$ cat config.mk
export PLATFORM = sky130hd
export DESIGN_NAME = regfile_sb_flat
export DESIGN_NICKNAME = d
export VERILOG_FILES = /design/src/rtl/regfile_sb_if.sv /design/src/rtl/regfile_sb.sv /design/src/flat_wrapper.sv
export SDC_FILE = /design/constraint.sdc
export NUM_CORES = 2
export LEC_CHECK = 0
export ABC_CLOCK_PERIOD_IN_PS = 6700
export CORE_MARGIN = 3
export CORE_UTILIZATION = 40
export CTS_CLUSTER_DIAMETER = 40
export DETAILED_ROUTE_END_ITERATION = 8
export DONT_BUFFER_PORTS = 1
export GPL_TIMING_DRIVEN = 0
export SETUP_SLACK_MARGIN = 0.4
export SLEW_MARGIN = 30
export SYNTH_ARGS = -nofsm -noshare
export SYNTH_HDL_FRONTEND = slang
export SYNTH_SLANG_ARGS = --single-unit
$ cat constraint.sdc
create_clock -name clk -period 6.7 [get_ports clk]
set_clock_uncertainty 0.15 [all_clocks]
set_input_delay 0.67 -clock clk [delete_from_list [all_inputs] [get_ports clk]]
set_output_delay 0.67 -clock clk [all_outputs]
set_load 0.01 [all_outputs]
$ cat src/rtl/regfile_sb_if.sv
// regfile_sb_if: decode/writeback/hazard bundle for the scoreboarded register file
interface regfile_sb_if #(
  parameter int NREAD  = 2,
  parameter int NWRITE = 1,
  parameter int AW     = 5,
  parameter int DW     = 32
);
  logic [NREAD*AW-1:0]  ra;
  logic [NREAD*DW-1:0]  rd;
  logic [NREAD-1:0]     busy;
  logic [NWRITE-1:0]    we;
  logic [NWRITE*AW-1:0] wa;
  logic [NWRITE*DW-1:0] wd;
  logic                 issue_valid;
  logic [AW-1:0]        issue_dst;
  logic                 issue_ready;
  logic                 flush;
  modport master(output ra, we, wa, wd, issue_valid, issue_dst, flush, input rd, busy, issue_ready);
  modport slave(input ra, we, wa, wd, issue_valid, issue_dst, flush, output rd, busy, issue_ready);
endinterface

$ cat src/rtl/regfile_sb.sv
// regfile_sb: multi-port register file with write bypass and per-register pending-write scoreboard
module regfile_sb #(
  parameter int NREAD    = 2,
  parameter int NWRITE   = 1,
  parameter int AW       = 5,
  parameter int DW       = 32,
  parameter int CW       = 2,
  parameter bit ZERO_REG = 1
) (
  input logic clk,
  input logic resetn,
  regfile_sb_if.slave bus
);
  localparam int NR = 2**AW;
  localparam int SW = CW + $clog2(NWRITE) + 1;
  logic [DW-1:0] regs [NR];
  logic [CW-1:0] cnt [NR];
  logic [SW-1:0] dec [NR];
  logic [SW-1:0] nxt [NR];
  logic inc;
  always_comb begin
    for (int r = 0; r < NR; r++) begin
      dec[r] = '0;
      for (int j = 0; j < NWRITE; j++) dec[r] += SW'(bus.we[j] && bus.wa[j*AW +: AW] == AW'(r));
    end
  end
  assign bus.issue_ready = (ZERO_REG && bus.issue_dst == '0) ||
                           !(cnt[bus.issue_dst] == '1 && dec[bus.issue_dst] == '0);
  assign inc = bus.issue_valid && bus.issue_ready && !bus.flush && !(ZERO_REG && bus.issue_dst == '0);
  // Sum is formed wide enough to hold cnt+1 so the clamp at zero sees the true difference
  always_comb begin
    logic [SW-1:0] s;
    s = '0;
    for (int r = 0; r < NR; r++) begin
      s = SW'(cnt[r]) + SW'(inc && bus.issue_dst == AW'(r));
      nxt[r] = s > dec[r] ? s - dec[r] : '0;
    end
  end
  always_comb begin
    logic [AW-1:0] a;
    logic [DW-1:0] v;
    a = '0;
    v = '0;
    bus.rd = '0;
    bus.busy = '0;
    for (int i = 0; i < NREAD; i++) begin
      a = bus.ra[i*AW +: AW];
      v = regs[a];
      for (int j = 0; j < NWRITE; j++) v = (bus.we[j] && bus.wa[j*AW +: AW] == a) ? bus.wd[j*DW +: DW] : v;
      bus.rd[i*DW +: DW] = (ZERO_REG && a == '0) ? '0 : v;
      bus.busy[i] = !(ZERO_REG && a == '0) && SW'(cnt[a]) > dec[a];
    end
  end
  always_ff @(posedge clk or negedge resetn) begin
    if (!resetn) begin
      for (int r = 0; r < NR; r++) begin
        regs[r] <= '0;
        cnt[r] <= '0;
      end
    end else begin
      for (int r = 0; r < NR; r++) cnt[r] <= bus.flush ? '0 : CW'(nxt[r]);
      for (int j = 0; j < NWRITE; j++)
        if (bus.we[j] && !(ZERO_REG && bus.wa[j*AW +: AW] == '0)) regs[bus.wa[j*AW +: AW]] <= bus.wd[j*DW +: DW];
    end
  end
endmodule
$ cat src/flat_wrapper.sv
// flat-port wrapper written by rule: the top's interface ports become plain ports
module regfile_sb_flat 
#(
  parameter int NREAD    = 2,
  parameter int NWRITE   = 1,
  parameter int AW       = 5,
  parameter int DW       = 32,
  parameter int CW       = 2,
  parameter bit ZERO_REG = 1
)
  (clk, resetn, bus_ra, bus_we, bus_wa, bus_wd, bus_issue_valid, bus_issue_dst, bus_flush, bus_rd, bus_busy, bus_issue_ready);
  regfile_sb_if #(.NREAD(NREAD), .NWRITE(NWRITE), .AW(AW), .DW(DW)) bus_i ();
  input logic clk;
  input logic resetn;
  input wire logic [$bits(bus_i.ra)-1:0] bus_ra;
  input wire logic [$bits(bus_i.we)-1:0] bus_we;
  input wire logic [$bits(bus_i.wa)-1:0] bus_wa;
  input wire logic [$bits(bus_i.wd)-1:0] bus_wd;
  input wire logic [$bits(bus_i.issue_valid)-1:0] bus_issue_valid;
  input wire logic [$bits(bus_i.issue_dst)-1:0] bus_issue_dst;
  input wire logic [$bits(bus_i.flush)-1:0] bus_flush;
  output wire logic [$bits(bus_i.rd)-1:0] bus_rd;
  output wire logic [$bits(bus_i.busy)-1:0] bus_busy;
  output wire logic [$bits(bus_i.issue_ready)-1:0] bus_issue_ready;
  assign bus_i.ra = bus_ra;
  assign bus_i.we = bus_we;
  assign bus_i.wa = bus_wa;
  assign bus_i.wd = bus_wd;
  assign bus_i.issue_valid = bus_issue_valid;
  assign bus_i.issue_dst = bus_issue_dst;
  assign bus_i.flush = bus_flush;
  assign bus_rd = bus_i.rd;
  assign bus_busy = bus_i.busy;
  assign bus_issue_ready = bus_i.issue_ready;
  regfile_sb #(.NREAD(NREAD), .NWRITE(NWRITE), .AW(AW), .DW(DW), .CW(CW), .ZERO_REG(ZERO_REG)) u_core (.clk(clk), .resetn(resetn), .bus(bus_i));
endmodule
==> results.py <==
metrics = {
    "run_status": {
        "outcome": "completed",
    },
    "logic_synthesis": {
        "synth_edf_count": 0,
        "synth.net_count": 4666,
        "avgSynthCellArea_um2": 13.8,
        "synth.ff_latch_count": 1088,
        "syn_inst": 4480,
        "synth-async-reset-ratio_pct": 100,
        "synth.most_common_cell": "dfrtp_1",
        "yosysTopAreaCellShare_pct": 44.0,
        "synth_common_cells": "1,088 x dfrtp_1, 879 x mux2_2, 629 x mux4_2",
        "yosysTopAreaCell": "dfrtp_1",
        "yosysSeqAreaShare_pct": 44.0,
        "synth_cell_types": 59,
        "ys.flop_type": "dfrtp_1",
        "netlist_area_um2": 61900,
        "synthTopCellsByArea": "dfrtp_1 44%, mux4_2 23%, mux2_2 16%, nand2_1 3.4%, ha_1 2.6%",
        "yosysWarnings": 0,
    },
    "drt": {
        "ant_nets": 0,
        "viasPerCell": 6.67,
        "wl_per_cell_um": 38.9,
        "routed_wl_um": 269000,
        "first_iter_violations": 6878,
        "drt_pass1_iterations": 9,
        "drc_errors": 0,
        "vias": 46100,
    },
    "clock_tree": {
        "clk_pin_slew_ns": 0.06,
        "root_buffer": "clkbuf_16",
        "cts_inserted_buffers": 179,
        "insertion_delay_ns": 0.85,
        "clock-sinks": 1088,
        "ctsHtreeMaxLevel": 4,
        "cts_buffer_depth": 3,
        "cts_resized": 0,
        "cts_tree": "done",
    },
    "placement": {
        "dpl.hpwl_um": 172000,
        "post-place-cells": 6536,
        "io_buffers": 0,
        "dpl_worst_slack_ns": 1.19,
        "place_congestion": 0.971,
    },
    "run": {
        "max-cap-violations": 0,
    },
    "finish": {
        "multi_input_area_um2": 32300,
        "fillers": 13300,
        "area_delta_synth_final_pct": 16.7,
        "seq_area_um2": 27200,
        "layout.nets": 4907,
        "fin_cells": 6909,
        "drive_gt1_share_pct": 44.6,
    },
    "critical_path": {
        "worstSetupEndpointType": "output port",
        "required_ns": 5.88,
        "critPathMaxFanout": 10,
        "reg2reg_slack_ns": 2.98,
        "cp.arrival_ns": 4.87,
        "critPathKind": "in2out",
        "start_kind": "input port",
    },
    "pwr": {
        "powerDensity_nw_per_um2": 317,
        "seqPwrFrac_pct": 37.7,
        "p_switching_uw": 6630,
        "comb_power_share_pct": 18.5,
        "vdd.ir_drop.worst_v": 0.000221,
        "p_leak_uw": 0.0316,
        "sw_frac_of_total_pct": 28.9,
        "p_clk_share_pct": 43.8,
        "p_int_uw": 16300,
    },
    "sta": {
        "tightest_slew_ns": 1.20,
        "final.setup.tns_ns": 0,
        "setup_viol_count_final": 0,
        "setup_ws_ns": 1.01,
        "hold_viol": 0,
        "period_needed_ns": 5.69,
        "slew_headroom_pct": 20.0,
        "max_freq_mhz": 176,
        "rsz0062_at_grt": "no",
        "drv_slew": 0,
        "post-route-period-util_pct": 84.9,
    },
    "global_route": {
        "track_usage_pct": 33.6,
        "antenna_found_initial": 8,
        "grt_max_degree": 163,
        "grt_pass1_vias": 45900,
        "grt_pass1_wl_um": 367000,
        "overflow": 0,
    },
    "die": {
        "core_um2": 153000,
        "die_area_um2": 160000,
        "num_io_pins": 124,
        "die_height_um": 399,
        "rows": 143,
        "die_w_um": 399,
        "initial_utilization_pct": 40.5,
    },
    "min_path": {
        "hold_class": "in2reg",
    },
}
registers in the layout (all words and copies together) (netlist names):
signal and count:
u_core.cnt 64, u_core.regs 1024
per-stage QoR:
stage / utilization [%] / area [µm²] / total power, µW / hold slack (ns)
2_1_floorplan: - / 61900 / 11400 / 0.224
3_3_place_gp: 42.2 / 64500 / 12500 / 0.304
3_5_place_dp: 42.8 / 65400 / 12800 / 0.242
4_1_cts: 47.3 / 72300 / 22800 / 0.0641
5_1_grt: 47.3 / 72300 / 23600 / 0.121
6_report: 47.3 / 72300 / 22900 / 0.116
layout by cell type, fill, tap and decap left out, types with 54 or more instances in the layout:
master and n:
mux2i_1 102, nor2_1 87, mux2_2 879, buf_2 148, mux4_2 629, ha_1 129
inv_1 112, clkbuf_2 117, nand2_1 559, dfrtp_1 1088, nand2b_1 54, clkbuf_1 172
clkbuf_16 181
critical path, cell delays in order:
cell and delay, ns:
buf_2 0.40, buf_2 0.57, buf_2 0.77, buf_2 0.70, mux4_2 0.64, mux2i_1 0.18
ha_1 0.25, or2_2 0.27, a21oi_1 0.39
power by group through the flow:
stage / registers, µW / logic [µW] / clock network, µW
3_3_place_gp: 8610 / 3890 / 0
2_1_floorplan: 8380 / 3020 / 0
3_5_place_dp: 8680 / 4120 / 0
5_1_grt: 8760 / 4450 / 10400
6_report: 8640 / 4250 / 10100
4_1_cts: 8580 / 4180 / 10100
logic make-up (layout without fill, tap and decap cells):
family                   count (synthesis)  count (layout)  share of synthesized area, %
AO/OA/AOI/OAI                          214             214                          2.86
XOR/XNOR                                13              13                         0.184
adder cells (fa/ha/maj)                129             129                          2.61
buffers and inverters                  574             969                          4.00
flip-flops                            1088            1088                          44.0
multiplexers                          1610            1610                          40.5
other                                    2               6                        0.0121
AND/OR/NAND/NOR                        850             850                          5.87
per-layer routing:
layer	vias to the layer above	GRT usage (%)	wire (µm)
li1	17300	-	-
met1	24100	40.6	94500
met2	3626	48.5	115000
met3	1070	14.6	37200
met4	12	22.5	22400
met5	-	0.800	220
worst paths after layout:
kind / startpoint / to / cells past startpoint
min: bus_wd[28] / u_core.regs[892] / 3
max in group asynchronous: resetn / u_core.regs[1008] / 4
min reg2reg: u_core.regs[1006] / u_core.regs[1006] / 1
max: bus_ra[7] / bus_busy[1] / 9
min in group asynchronous: resetn / u_core.cnt[56] / 2
max reg2reg: u_core.cnt[40] / u_core.cnt[19] / 12
final cells by class:
cell class | count | share of cell area, %
Sequential cell | 1088 | 37.7
Timing Repair Buffer | 60 | 1.42
Multi-Input combinational cell | 2818 | 44.6
Clock inverter | 119 | 2.32
Buffer | 462 | 3.15
Inverter | 112 | 0.582
Tap cell | 2030 | 3.51
Clock buffer | 216 | 6.71
Antenna cell | 4 | 0.0138
repair_timing:
item                      4_1_cts  5_1_grt
hold buffers                   34        0
hold endpoints to repair      646        0
setup buffers                   0        0
No activity file was read; power rests on OpenSTA's default activity.
